===== config.mk =====
export PLATFORM = sky130hd
export DESIGN_NAME = fft_bfly_seq
export DESIGN_NICKNAME = d
export VERILOG_FILES = /design/src/rtl/fft_pkg.sv /design/src/rtl/fft_bfly_resize.sv /design/src/rtl/fft_bfly_seq.sv
export SDC_FILE = /design/constraint.sdc
export NUM_CORES = 1
export LEC_CHECK = 0
export CAP_MARGIN = 20
export CORE_UTILIZATION = 39
export CTS_CLUSTER_SIZE = 25
export DETAILED_ROUTE_END_ITERATION = 16
export SYNTH_ARGS = -nofsm -noshare
export SYNTH_HDL_FRONTEND = slang
export SYNTH_SLANG_ARGS = --single-unit

===== constraint.sdc =====
create_clock -name clk -period 5.9 [get_ports clk]
set_input_delay 0.885 -clock clk [delete_from_list [all_inputs] [get_ports clk]]
set_output_delay 0.885 -clock clk [all_outputs]
set_load 0.005 [all_outputs]

===== src/rtl/fft_pkg.sv =====
// Shared state encoding, width offsets and complex type for the butterfly datapath.
`ifndef FFT_CPLX_DW
`define FFT_CPLX_DW 8
`endif

package fft_pkg;

  typedef enum logic [2:0] {IDLE, MUL1, MUL2, ADD, OUT} bfly_state_t;

  // Widths relative to DW: product 2*DW, twiddled term DW+2, sums DW+3.
  localparam int PROD_W_MUL  = 2;
  localparam int T_W_EXTRA   = 2;
  localparam int SUM_W_EXTRA = 3;

  typedef struct packed {
    logic signed [`FFT_CPLX_DW-1:0] re;
    logic signed [`FFT_CPLX_DW-1:0] im;
  } cplx_t;

endpackage


===== src/rtl/fft_bfly_resize.sv =====
// Combinational DW+3 -> DW resize with overflow detect.
// BFLY_SAT_EN selects clamping; otherwise the low DW bits are kept.
module fft_bfly_resize
  import fft_pkg::*;
#(
  parameter int DW = 8
) (
  input  logic [DW+SUM_W_EXTRA-1:0] din,
  output logic [DW-1:0]             dout,
  output logic                      ovf
);

  localparam int SW = DW + SUM_W_EXTRA;

  logic [SW-DW:0] head;

  always_comb begin
    // In range exactly when every bit from the DW-bit sign upward agrees.
    head = din[SW-1:DW-1];
    ovf  = !((&head) || !(|head));
`ifdef BFLY_SAT_EN
    if (!ovf) begin
      dout = din[DW-1:0];
    end else if (din[SW-1]) begin
      dout = {1'b1, {(DW-1){1'b0}}};
    end else begin
      dout = {1'b0, {(DW-1){1'b1}}};
    end
`else
    dout = din[DW-1:0];
`endif
  end

endmodule


===== src/rtl/fft_bfly_seq.sv =====
// Handshaked radix-2 DIT butterfly, two time-shared multipliers, inverse and scale modes.
// Build option BFLY_SAT_EN makes the result resize saturate instead of wrap.
module fft_bfly_seq
  import fft_pkg::*;
#(
  parameter int DW = 8
) (
  input  logic          clk,
  input  logic          reset,
  input  logic          in_valid,
  output logic          in_ready,
  input  logic          in_inv,
  input  logic          in_scale,
  input  logic [DW-1:0] a_re,
  input  logic [DW-1:0] a_im,
  input  logic [DW-1:0] b_re,
  input  logic [DW-1:0] b_im,
  input  logic [DW-1:0] w_re,
  input  logic [DW-1:0] w_im,
  output logic          out_valid,
  input  logic          out_ready,
  output logic [DW-1:0] x0_re,
  output logic [DW-1:0] x0_im,
  output logic [DW-1:0] x1_re,
  output logic [DW-1:0] x1_im,
  output logic          ovf,
  input  logic          ovf_clr
);

  localparam int PW = PROD_W_MUL * DW;
  localparam int TW = DW + T_W_EXTRA;
  localparam int SW = DW + SUM_W_EXTRA;

  bfly_state_t   state_q, state_d;
  logic [DW-1:0] a_re_q, a_im_q, b_re_q, b_im_q, w_re_q, w_im_q;
  logic [DW-1:0] a_re_d, a_im_d, b_re_d, b_im_d, w_re_d, w_im_d;
  logic          inv_q, inv_d, scale_q, scale_d;
  logic [PW-1:0] p_rr_q, p_ii_q, p_ri_q, p_ir_q;
  logic [PW-1:0] p_rr_d, p_ii_d, p_ri_d, p_ir_d;
  logic [DW-1:0] x_q [4];
  logic [DW-1:0] x_d [4];
  logic          out_valid_q, out_valid_d, ovf_q, ovf_d;

  logic          accept;
  logic [DW-1:0] m0_w, m1_w;
  logic [PW-1:0] m0, m1;
  logic [PW:0]   tr_full, ti_full;
  logic [TW-1:0] t_re, t_im;
  logic [SW-1:0] a_re_x, a_im_x, t_re_x, t_im_x;
  logic [SW-1:0] s_raw [4];
  logic [SW-1:0] s_fin [4];
  logic [DW-1:0] r_val [4];
  logic [3:0]    r_ovf;
  logic          unused_lsb;

  // MUL1 forms br*wr / bi*wi, MUL2 forms br*wi / bi*wr on the same two multipliers.
  assign m0_w = (state_q == MUL1) ? w_re_q : w_im_q;
  assign m1_w = (state_q == MUL1) ? w_im_q : w_re_q;
  assign m0 = $signed({{DW{b_re_q[DW-1]}}, b_re_q}) * $signed({{DW{m0_w[DW-1]}}, m0_w});
  assign m1 = $signed({{DW{b_im_q[DW-1]}}, b_im_q}) * $signed({{DW{m1_w[DW-1]}}, m1_w});

  // Conjugation is folded into the add/sub so w_im = -2^(DW-1) stays exact.
  assign tr_full = inv_q ? ({p_rr_q[PW-1], p_rr_q} + {p_ii_q[PW-1], p_ii_q})
                         : ({p_rr_q[PW-1], p_rr_q} - {p_ii_q[PW-1], p_ii_q});
  assign ti_full = inv_q ? ({p_ir_q[PW-1], p_ir_q} - {p_ri_q[PW-1], p_ri_q})
                         : ({p_ri_q[PW-1], p_ri_q} + {p_ir_q[PW-1], p_ir_q});
  assign t_re = tr_full[PW:DW-1];
  assign t_im = ti_full[PW:DW-1];
  assign unused_lsb = ^{tr_full[DW-2:0], ti_full[DW-2:0]};

  assign a_re_x = {{(SW-DW){a_re_q[DW-1]}}, a_re_q};
  assign a_im_x = {{(SW-DW){a_im_q[DW-1]}}, a_im_q};
  assign t_re_x = {{(SW-TW){t_re[TW-1]}}, t_re};
  assign t_im_x = {{(SW-TW){t_im[TW-1]}}, t_im};
  assign s_raw[0] = a_re_x + t_re_x;
  assign s_raw[1] = a_im_x + t_im_x;
  assign s_raw[2] = a_re_x - t_re_x;
  assign s_raw[3] = a_im_x - t_im_x;

  generate
    for (genvar gi = 0; gi < 4; gi++) begin : g_res
      assign s_fin[gi] = scale_q ? {s_raw[gi][SW-1], s_raw[gi][SW-1:1]} : s_raw[gi];
      fft_bfly_resize #(.DW(DW)) u_resize (
        .din  (s_fin[gi]),
        .dout (r_val[gi]),
        .ovf  (r_ovf[gi])
      );
    end
  endgenerate

  always_comb begin
    state_d     = state_q;
    a_re_d      = a_re_q;
    a_im_d      = a_im_q;
    b_re_d      = b_re_q;
    b_im_d      = b_im_q;
    w_re_d      = w_re_q;
    w_im_d      = w_im_q;
    inv_d       = inv_q;
    scale_d     = scale_q;
    p_rr_d      = p_rr_q;
    p_ii_d      = p_ii_q;
    p_ri_d      = p_ri_q;
    p_ir_d      = p_ir_q;
    out_valid_d = out_valid_q;
    for (int i = 0; i < 4; i++) x_d[i] = x_q[i];
    ovf_d       = ovf_q && !ovf_clr;
    in_ready    = (state_q == IDLE) || ((state_q == OUT) && out_ready);
    accept      = in_valid && in_ready;

    case (state_q)
      IDLE: if (accept) state_d = MUL1;
      MUL1: begin
        p_rr_d  = m0;
        p_ii_d  = m1;
        state_d = MUL2;
      end
      MUL2: begin
        p_ri_d  = m0;
        p_ir_d  = m1;
        state_d = ADD;
      end
      ADD: begin
        for (int i = 0; i < 4; i++) x_d[i] = r_val[i];
        out_valid_d = 1'b1;
        if (|r_ovf) ovf_d = 1'b1;
        state_d = OUT;
      end
      OUT: begin
        if (out_ready) begin
          out_valid_d = 1'b0;
          state_d     = accept ? MUL1 : IDLE;
        end
      end
      default: state_d = IDLE;
    endcase

    if (accept) begin
      a_re_d  = a_re;
      a_im_d  = a_im;
      b_re_d  = b_re;
      b_im_d  = b_im;
      w_re_d  = w_re;
      w_im_d  = w_im;
      inv_d   = in_inv;
      scale_d = in_scale;
    end
  end

  always_ff @(posedge clk) begin
    if (reset) begin
      state_q     <= IDLE;
      a_re_q      <= '0;
      a_im_q      <= '0;
      b_re_q      <= '0;
      b_im_q      <= '0;
      w_re_q      <= '0;
      w_im_q      <= '0;
      inv_q       <= 1'b0;
      scale_q     <= 1'b0;
      p_rr_q      <= '0;
      p_ii_q      <= '0;
      p_ri_q      <= '0;
      p_ir_q      <= '0;
      out_valid_q <= 1'b0;
      ovf_q       <= 1'b0;
      for (int i = 0; i < 4; i++) x_q[i] <= '0;
    end else begin
      state_q     <= state_d;
      a_re_q      <= a_re_d;
      a_im_q      <= a_im_d;
      b_re_q      <= b_re_d;
      b_im_q      <= b_im_d;
      w_re_q      <= w_re_d;
      w_im_q      <= w_im_d;
      inv_q       <= inv_d;
      scale_q     <= scale_d;
      p_rr_q      <= p_rr_d;
      p_ii_q      <= p_ii_d;
      p_ri_q      <= p_ri_d;
      p_ir_q      <= p_ir_d;
      out_valid_q <= out_valid_d;
      ovf_q       <= ovf_d;
      for (int i = 0; i < 4; i++) x_q[i] <= x_d[i];
    end
  end

  assign out_valid = out_valid_q;
  assign ovf       = ovf_q;
  assign x0_re     = x_q[0];
  assign x0_im     = x_q[1];
  assign x1_re     = x_q[2];
  assign x1_im     = x_q[3];

endmodule

==> results of run 1 <==
-- cell usage after synthesis, drive strengths merged (16+ instances only) --
library cell	n	share of area, %
nand2	281	7.3
a21oi	179	6.2
inv	174	4.5
dfxtp	151	21
ha	134	12
nor2	123	3.2
fa	114	16
xnor2	83	5.1
nor2b	75	3.3
clkbuf	57	1.7
a211oi	39	2.0
nor3	37	1.3
xor2	32	1.9
o21ai	28	0.97
nand2b	27	1.2
mux2i	25	1.7
or2	19	0.84
buf	16	0.77
-- area by class of cell --
| class | instances | area, sq um | area share (%) |
|---|---|---|---|
| repair buffers | 113 | 1090 | 6.68 |
| multi-input cells | 1362 | 10400 | 63.9 |
| clock inverters | 11 | 91.3 | 0.560 |
| flip-flops and latches | 151 | 3020 | 18.5 |
| inverters | 175 | 657 | 4.03 |
| well taps | 468 | 586 | 3.59 |
| clock buffers | 20 | 447 | 2.74 |
-- through the flow --
step | area, sq um | cells | setup slack [ns]
global route | 16300 | 2300 | 0.0196
finish | 16300 | 2300 | 0.328
detailed placement | 15700 | 2268 | -0.0580
CTS | 16200 | 2299 | 0.104
global placement | 15700 | 2268 | 0.128
floorplan | 14400 | 1761 | 0.440
-- registers in the layout, indices dropped and copies added (netlist names), 3 cells and up --
register and flops:
a_im_q 8, a_re_q 8, b_im_q 8, b_re_q 8
p_ii_q 16, p_ir_q 16, p_ri_q 16, p_rr_q 16
state_q 3, w_im_q 8, w_re_q 8, x_q 32
-- per-layer routing --
layer | share of wire, % | GRT usage [%] | up-vias
li1 | - | - | 5928
met1 | 47 | 24.6 | 5481
met2 | 49 | 34.1 | 206
met3 | 3.2 | 2.84 | 28
met4 | 1.5 | 4.61 | 0
met5 | 0 | 0 | -
-- cell usage in the layout (no fill, tap or decap), types with 14 or more instances in the layout --
cell,netlist,routed
a21oi_1,178,178
xnor2_1,82,82
o21ai_0,25,25
mux2i_1,25,22
fa_1,114,114
a21o_1,14,14
clkdlybuf4s50_1,0,88
nor3_1,36,36
dfxtp_1,151,151
nand2_1,281,280
clkbuf_16,0,17
nand2b_1,27,27
xor2_1,32,32
a211oi_1,39,39
nand3_1,15,15
nor2b_1,75,75
or3_1,14,14
buf_4,0,24
ha_1,134,134
or2_2,18,18
nor2_1,123,123
inv_1,174,174
-- worst max-delay path, cell delays in order (launching register included) --
cell       delay [ns]
dfxtp_1          0.44
inv_1            0.07
ha_1             0.29
mux2_2           0.28
ha_1             0.27
a31o_2           0.25
a21o_1           0.22
a21oi_1          0.14
o21ai_0          0.22
a2111oi_0        0.57
o21bai_1         0.16
o21a_1           0.22
ha_1             0.38
nor3_2           0.30
a221oi_2         0.13
a221oi_4         0.44
and2_1           0.20
mux4_2           0.25
o211ai_2         0.09
a2111oi_2        0.37
a31oi_1          0.13
-- power by group --
part / total [W] / switching [W] / internal (W)
sequential: 0.00116 / 0.0000787 / 0.00108
combinational: 0.00312 / 0.00178 / 0.00133
clock: 0.00103 / 0.000480 / 0.000555
-- path summary, 6_finish.rpt --
path / start / endpoint / slack, ns / cells past startpoint
worst min register to register: x_q[2][4] / x_q[2][4] / 0.46 / 2
worst max register to register: p_ii_q[0] / ovf / 0.33 / 20
worst max-delay path: p_ii_q[0] / ovf / 0.33 / 20
worst min-delay path: x_q[2][4] / x_q[2][4] / 0.46 / 2
-- logic make-up (layout without fill, tap and decap cells) --
kind of cell	Yosys count	count (layout)	synth area share (%)
XOR/XNOR	115	115	7.05
AO/OA/AOI/OAI	337	337	14.9
multiplexers	27	27	1.97
adder cells (fa/ha/maj)	248	248	27.5
buffers and inverters	248	319	7.03
AND/OR/NAND/NOR	635	635	20.6
flip-flops	151	151	21.0
==> flow_summary_export.csv, run 1 <==
group,metric,value,unit
timing,skew,0.0145,ns
grt,grtUsageTotal,19.3,%
cts,cts_resized,1,
worst_setup_path,cp.required,6.21,ns
logic_synthesis,synth_seq_area_share,21.0,%
route,antenna_left,0,
cts,htree_levels,4,
power_and_ir_drop,power_density,326,nW/um^2
timing,finalSetupViolations,0,
grt,antenna_found_initial,0,
route,wl_per_cell,15.4,microns
timing,maxSlewViolCount,0,
finish,fin_util,44.8,%
floorplanning,fp.dieArea,37700,sq um
floorplanning,rows,70,
finish,final_layout_size_suffix_gt1_share,5.84,%
logic_synthesis,async_reset_ff_share,0,%
power_and_ir_drop,leakage,6.76,nW
timing,worstMarginPinSlew,0.979,ns
worst_setup_path,crit_path_end_kind,"register",
place,hpwl,27900,microns
floorplanning,die_h,194,microns
finish,fillCellCount,3646,
finish,antenna_cells,0,
cts,cts_buffers,17,
worst_setup_path,cp_max_fo,8,
timing,finalSetupTns,0,ns
place,port_buffers,89,
floorplanning,core,36400,sq um
finish,nNetsFinal,2123,
timing,worst_hold_slack,0.457,ns
grt,grt_max_degree,91,
run,drv_cap,0,
grt,grt_pass1_wl,59100,microns
route,firstDrtPassIters,5,
worst_setup_path,crit_arrival,5.88,ns
run_status,run_status,"completed",
logic_synthesis,synth_flop_cell,"dfxtp_1",
logic_synthesis,syn_inst,1761,
cts,clock_sinks,151,
logic_synthesis,ys_warn_count,0,
grt,grt_pass1_vias,11700,
route,routed_wl,35300,microns
route,drcViolationCount,0,
worst_setup_path,startpoint_type,"register",
route,viasPerCell,5.06,
timing,fin_crit_sh,94.4,%
floorplanning,num_io_pins,90,
logic_synthesis,syn_avg_cell_area,8.18,sq um
cts,cts_tree,"built",
worst_setup_path,criticalPathCategory,"reg -> reg",
place,routabilityCongestion,0.900,
route,detailroute.via_count,11600,
floorplanning,die_x,194,microns
timing,hold_viol,0,
worst_hold_path,min-delay-path-class,"reg -> reg",
cts,post-cts-setup-buffer-count,0,
logic_synthesis,synth_nets,2064,
cts,clockBufferDepth,2,
cts,cts-root-buf,"clkbuf_16",
logic_synthesis,synth_cell_types,81,
timing,min_period,5.57,ns
finish,area_growth,13.2,%
logic_synthesis,ys_seq_elements,151,
timing,rsz0062_at_grt,"false",
power_and_ir_drop,totalPowerFinal,0.00532,W
floorplanning,floorplan.initialDensity,39.5,%
grt,gr-total-overflow,0,
timing,maxSlewHeadroom,34.7,%
cts,postCtsHoldBufs,0,
route,drt-initial-drc-count,566,
cts,clock_latency,0.44,ns
cts,clkTransAtPathRegs,0.07,ns
power_and_ir_drop,irDropWorstVdd,0.000222,V
logic_synthesis,netlist_area,14400,sq um
timing,timing.fmax,179,MHz
logic_synthesis,synth_edf_count,0,
(Power assumes the default switching activity.)
==> run 2, diff against run 1 <==
--- a/config.mk
+++ b/config.mk
@@ -6,9 +6,12 @@
 export NUM_CORES = 1
 export LEC_CHECK = 0
 export CAP_MARGIN = 20
-export CORE_UTILIZATION = 39
+export CORE_UTILIZATION = 55
 export CTS_CLUSTER_SIZE = 25
 export DETAILED_ROUTE_END_ITERATION = 16
+export PLACE_DENSITY = 0.75
+export SETUP_SLACK_MARGIN = 0.05
+export SKIP_LAST_GASP = 1
 export SYNTH_ARGS = -nofsm -noshare
 export SYNTH_HDL_FRONTEND = slang
 export SYNTH_SLANG_ARGS = --single-unit
==> run 2 against run 1 <==
Net effect:
- critical path depth shrank 1
- first-iteration DRC count grew 6.9%
- die area shrank 29%
- clock skew shrank 0.0033 ns
- design area shrank 0.41%
- register-to-register slack is essentially flat
- critical path type unchanged
- largest cell class unchanged
==> flow_summary_export.csv, run 2 (synthesis gave the netlist of run 1 again) <==
group,metric,value,unit
run_status,run_status,"completed",
worst_setup_path,crit_slowest_cell,"or3b_2",
cts,clockBufferDepth,2,
timing,min_period,5.58,ns
route,drt-initial-drc-count,605,
cts,cts_buffers,17,
floorplanning,rows,58,
floorplanning,die_h,164,microns
grt,antenna_found_initial,0,
worst_setup_path,crit_path_end_kind,"register",
worst_hold_path,min-delay-path-class,"reg -> reg",
worst_setup_path,crit_arrival,5.92,ns
worst_setup_path,cp_top_family,"adder cells",
finish,largest_reg_flops,32,
finish,nNetsFinal,2124,
timing,finalSetupViolations,0,
grt,gr-total-overflow,0,
timing,maxSlewHeadroom,29.4,%
grt,grt_pass1_vias,11700,
route,detailroute.via_count,11900,
place,routabilityCongestion,0.900,
place,port_buffers,89,
floorplanning,fp.dieArea,26800,sq um
floorplanning,core,25400,sq um
cts,clock_latency,0.44,ns
timing,skew,0.0111,ns
timing,finalSetupTns,0,ns
worst_setup_path,cpMostUsedCell,"ha_1",
worst_setup_path,crit_buf_inv,3,
route,drcViolationCount,0,
finish,largest_register,"x_q",
grt,grt_max_degree,101,
route,wl_per_cell,15.8,microns
place,place_area,15500,sq um
place,hpwl,26900,microns
timing,hold_viol,0,
route,firstDrtPassIters,5,
timing,maxSlewViolCount,0,
finish,final_common_cell,"nand2_1",
run,drv_cap,0,
cts,clock_sinks,151,
finish,area_growth,12.8,%
grt,grt_use_met3,3.74,%
finish,instances_no_fill,2164,
finish,final_cell_mix,"nand2_1, a21oi_1, inv_1",
worst_setup_path,criticalPathCategory,"reg -> reg",
place,place_ws,0.161,ns
finish,antenna_cells,0,
route,antenna_left,0,
worst_setup_path,cp_max_fo,13,
timing,rsz0062_at_grt,"true",
route,viasPerCell,5.49,
finish,final_area,16200,sq um
grt,top_usage_layer,"met2",
worst_setup_path,slowest_delay,0.67,ns
timing,setup_slack,0.317,ns
worst_setup_path,startpoint_type,"register",
timing,worstMarginPinSlew,1.06,ns
cts,htree_levels,4,
grt,grtUsageTotal,26.4,%
cts,postCtsHoldBufs,0,
power_and_ir_drop,irDropWorstVdd,0.000201,V
power_and_ir_drop,power_density,339,nW/um^2
worst_setup_path,crit_path_cell_trace,"or3b_2, buf_4, nand2_1, nand2_1, and2_1, ha_1, ha_1, inv_1, fa_1, fa_1, inv_1, ha_1, a21oi_1, o21ai_0, a2111oi_2, o31ai_1, a31oi_1, xnor2_1, a211oi_1",
floorplanning,num_io_pins,90,
timing,fin_crit_sh,94.6,%
cts,cts-root-buf,"clkbuf_16",
cts,clkTransAtPathRegs,0.07,ns
floorplanning,floorplan.initialDensity,56.7,%
timing,timing.fmax,179,MHz
cts,cts_tree,"built",
finish,final_layout_size_suffix_gt1_share,6.11,%
grt,use_met1,31.4,%
power_and_ir_drop,leakage,6.82,nW
worst_setup_path,cp.required,6.24,ns
grt,grt_pass1_wl,56400,microns
grt,met2_usage,47.6,%
route,routed_wl,34200,microns
place,dp_cells,2130,
floorplanning,die_x,164,microns
[run 2: cell types whose count changed in the layout (fill, tap and decap cells not counted), moves of 2 or more]
cell       before  now
bufinv_16       0    4
clkinv_4        5    3
mux2i_2         2    0
mux2i_1        22   24
[run 2: repair_timing]
item	4_1_cts	5_1_grt
buffers inserted	0	1
setup endpoints to repair	0	13
gates resized for setup	0	7
[run 2: per-stage QoR]
| stage | power (W) | util, % | hold WS [ns] |
|---|---|---|---|
| 5_1_grt | 0.00592 | 63.9 | 0.466 |
| 3_5_place_dp | 0.00429 | 61.2 | 0.444 |
| 4_1_cts | 0.00549 | 63.7 | 0.451 |
| 3_3_place_gp | 0.00420 | 61.2 | 0.440 |
| 2_1_floorplan | 0.00368 | - | 0.432 |
| 6_report | 0.00551 | 63.9 | 0.449 |
[run 2: final cells by class]
class,count,area [sq um]
clock buffers,19,443
clock inverters,13,193
flip-flops and latches,151,3020
multi-input cells,1362,10400
inverters,175,657
well taps,330,413
fillers,2240,9160
repair buffers,114,1090
[run 2: routing by layer]
metal / part of all wire, % / vias up
li1: - / 5930
met2: 49 / 280
met5: 0 / -
met1: 44 / 5598
met4: 3.5 / 0
met3: 3.8 / 73
[run 2: worst reg2reg max path, stage by stage, from the launching register on]
cell and delay (ns):
dfxtp_1 0.40, or3b_2 0.68, buf_4 0.25, nand2_1 0.07
nand2_1 0.21, and2_1 0.25, ha_1 0.30, ha_1 0.30
inv_1 0.08, fa_1 0.44, fa_1 0.54, inv_1 0.04
ha_1 0.32, a21oi_1 0.21, o21ai_0 0.18, a2111oi_2 0.47
o31ai_1 0.18, a31oi_1 0.22, xnor2_1 0.11, a211oi_1 0.23
[run 2: power by group]
part / internal (W) / total, W / switching [W]
Clock: 0.000725 / 0.00120 / 0.000471
Sequential: 0.00108 / 0.00116 / 0.0000768
Combinational: 0.00134 / 0.00315 / 0.00181
[run 2: final timing paths]
path	endpoint	depth (start not counted)	from	slack, ns
max	p_rr_q[15]	19	state_q[2]	0.32
max reg2reg	p_rr_q[15]	19	state_q[2]	0.32
min	x_q[3][6]	2	x_q[3][6]	0.45
min reg2reg	x_q[3][6]	2	x_q[3][6]	0.45
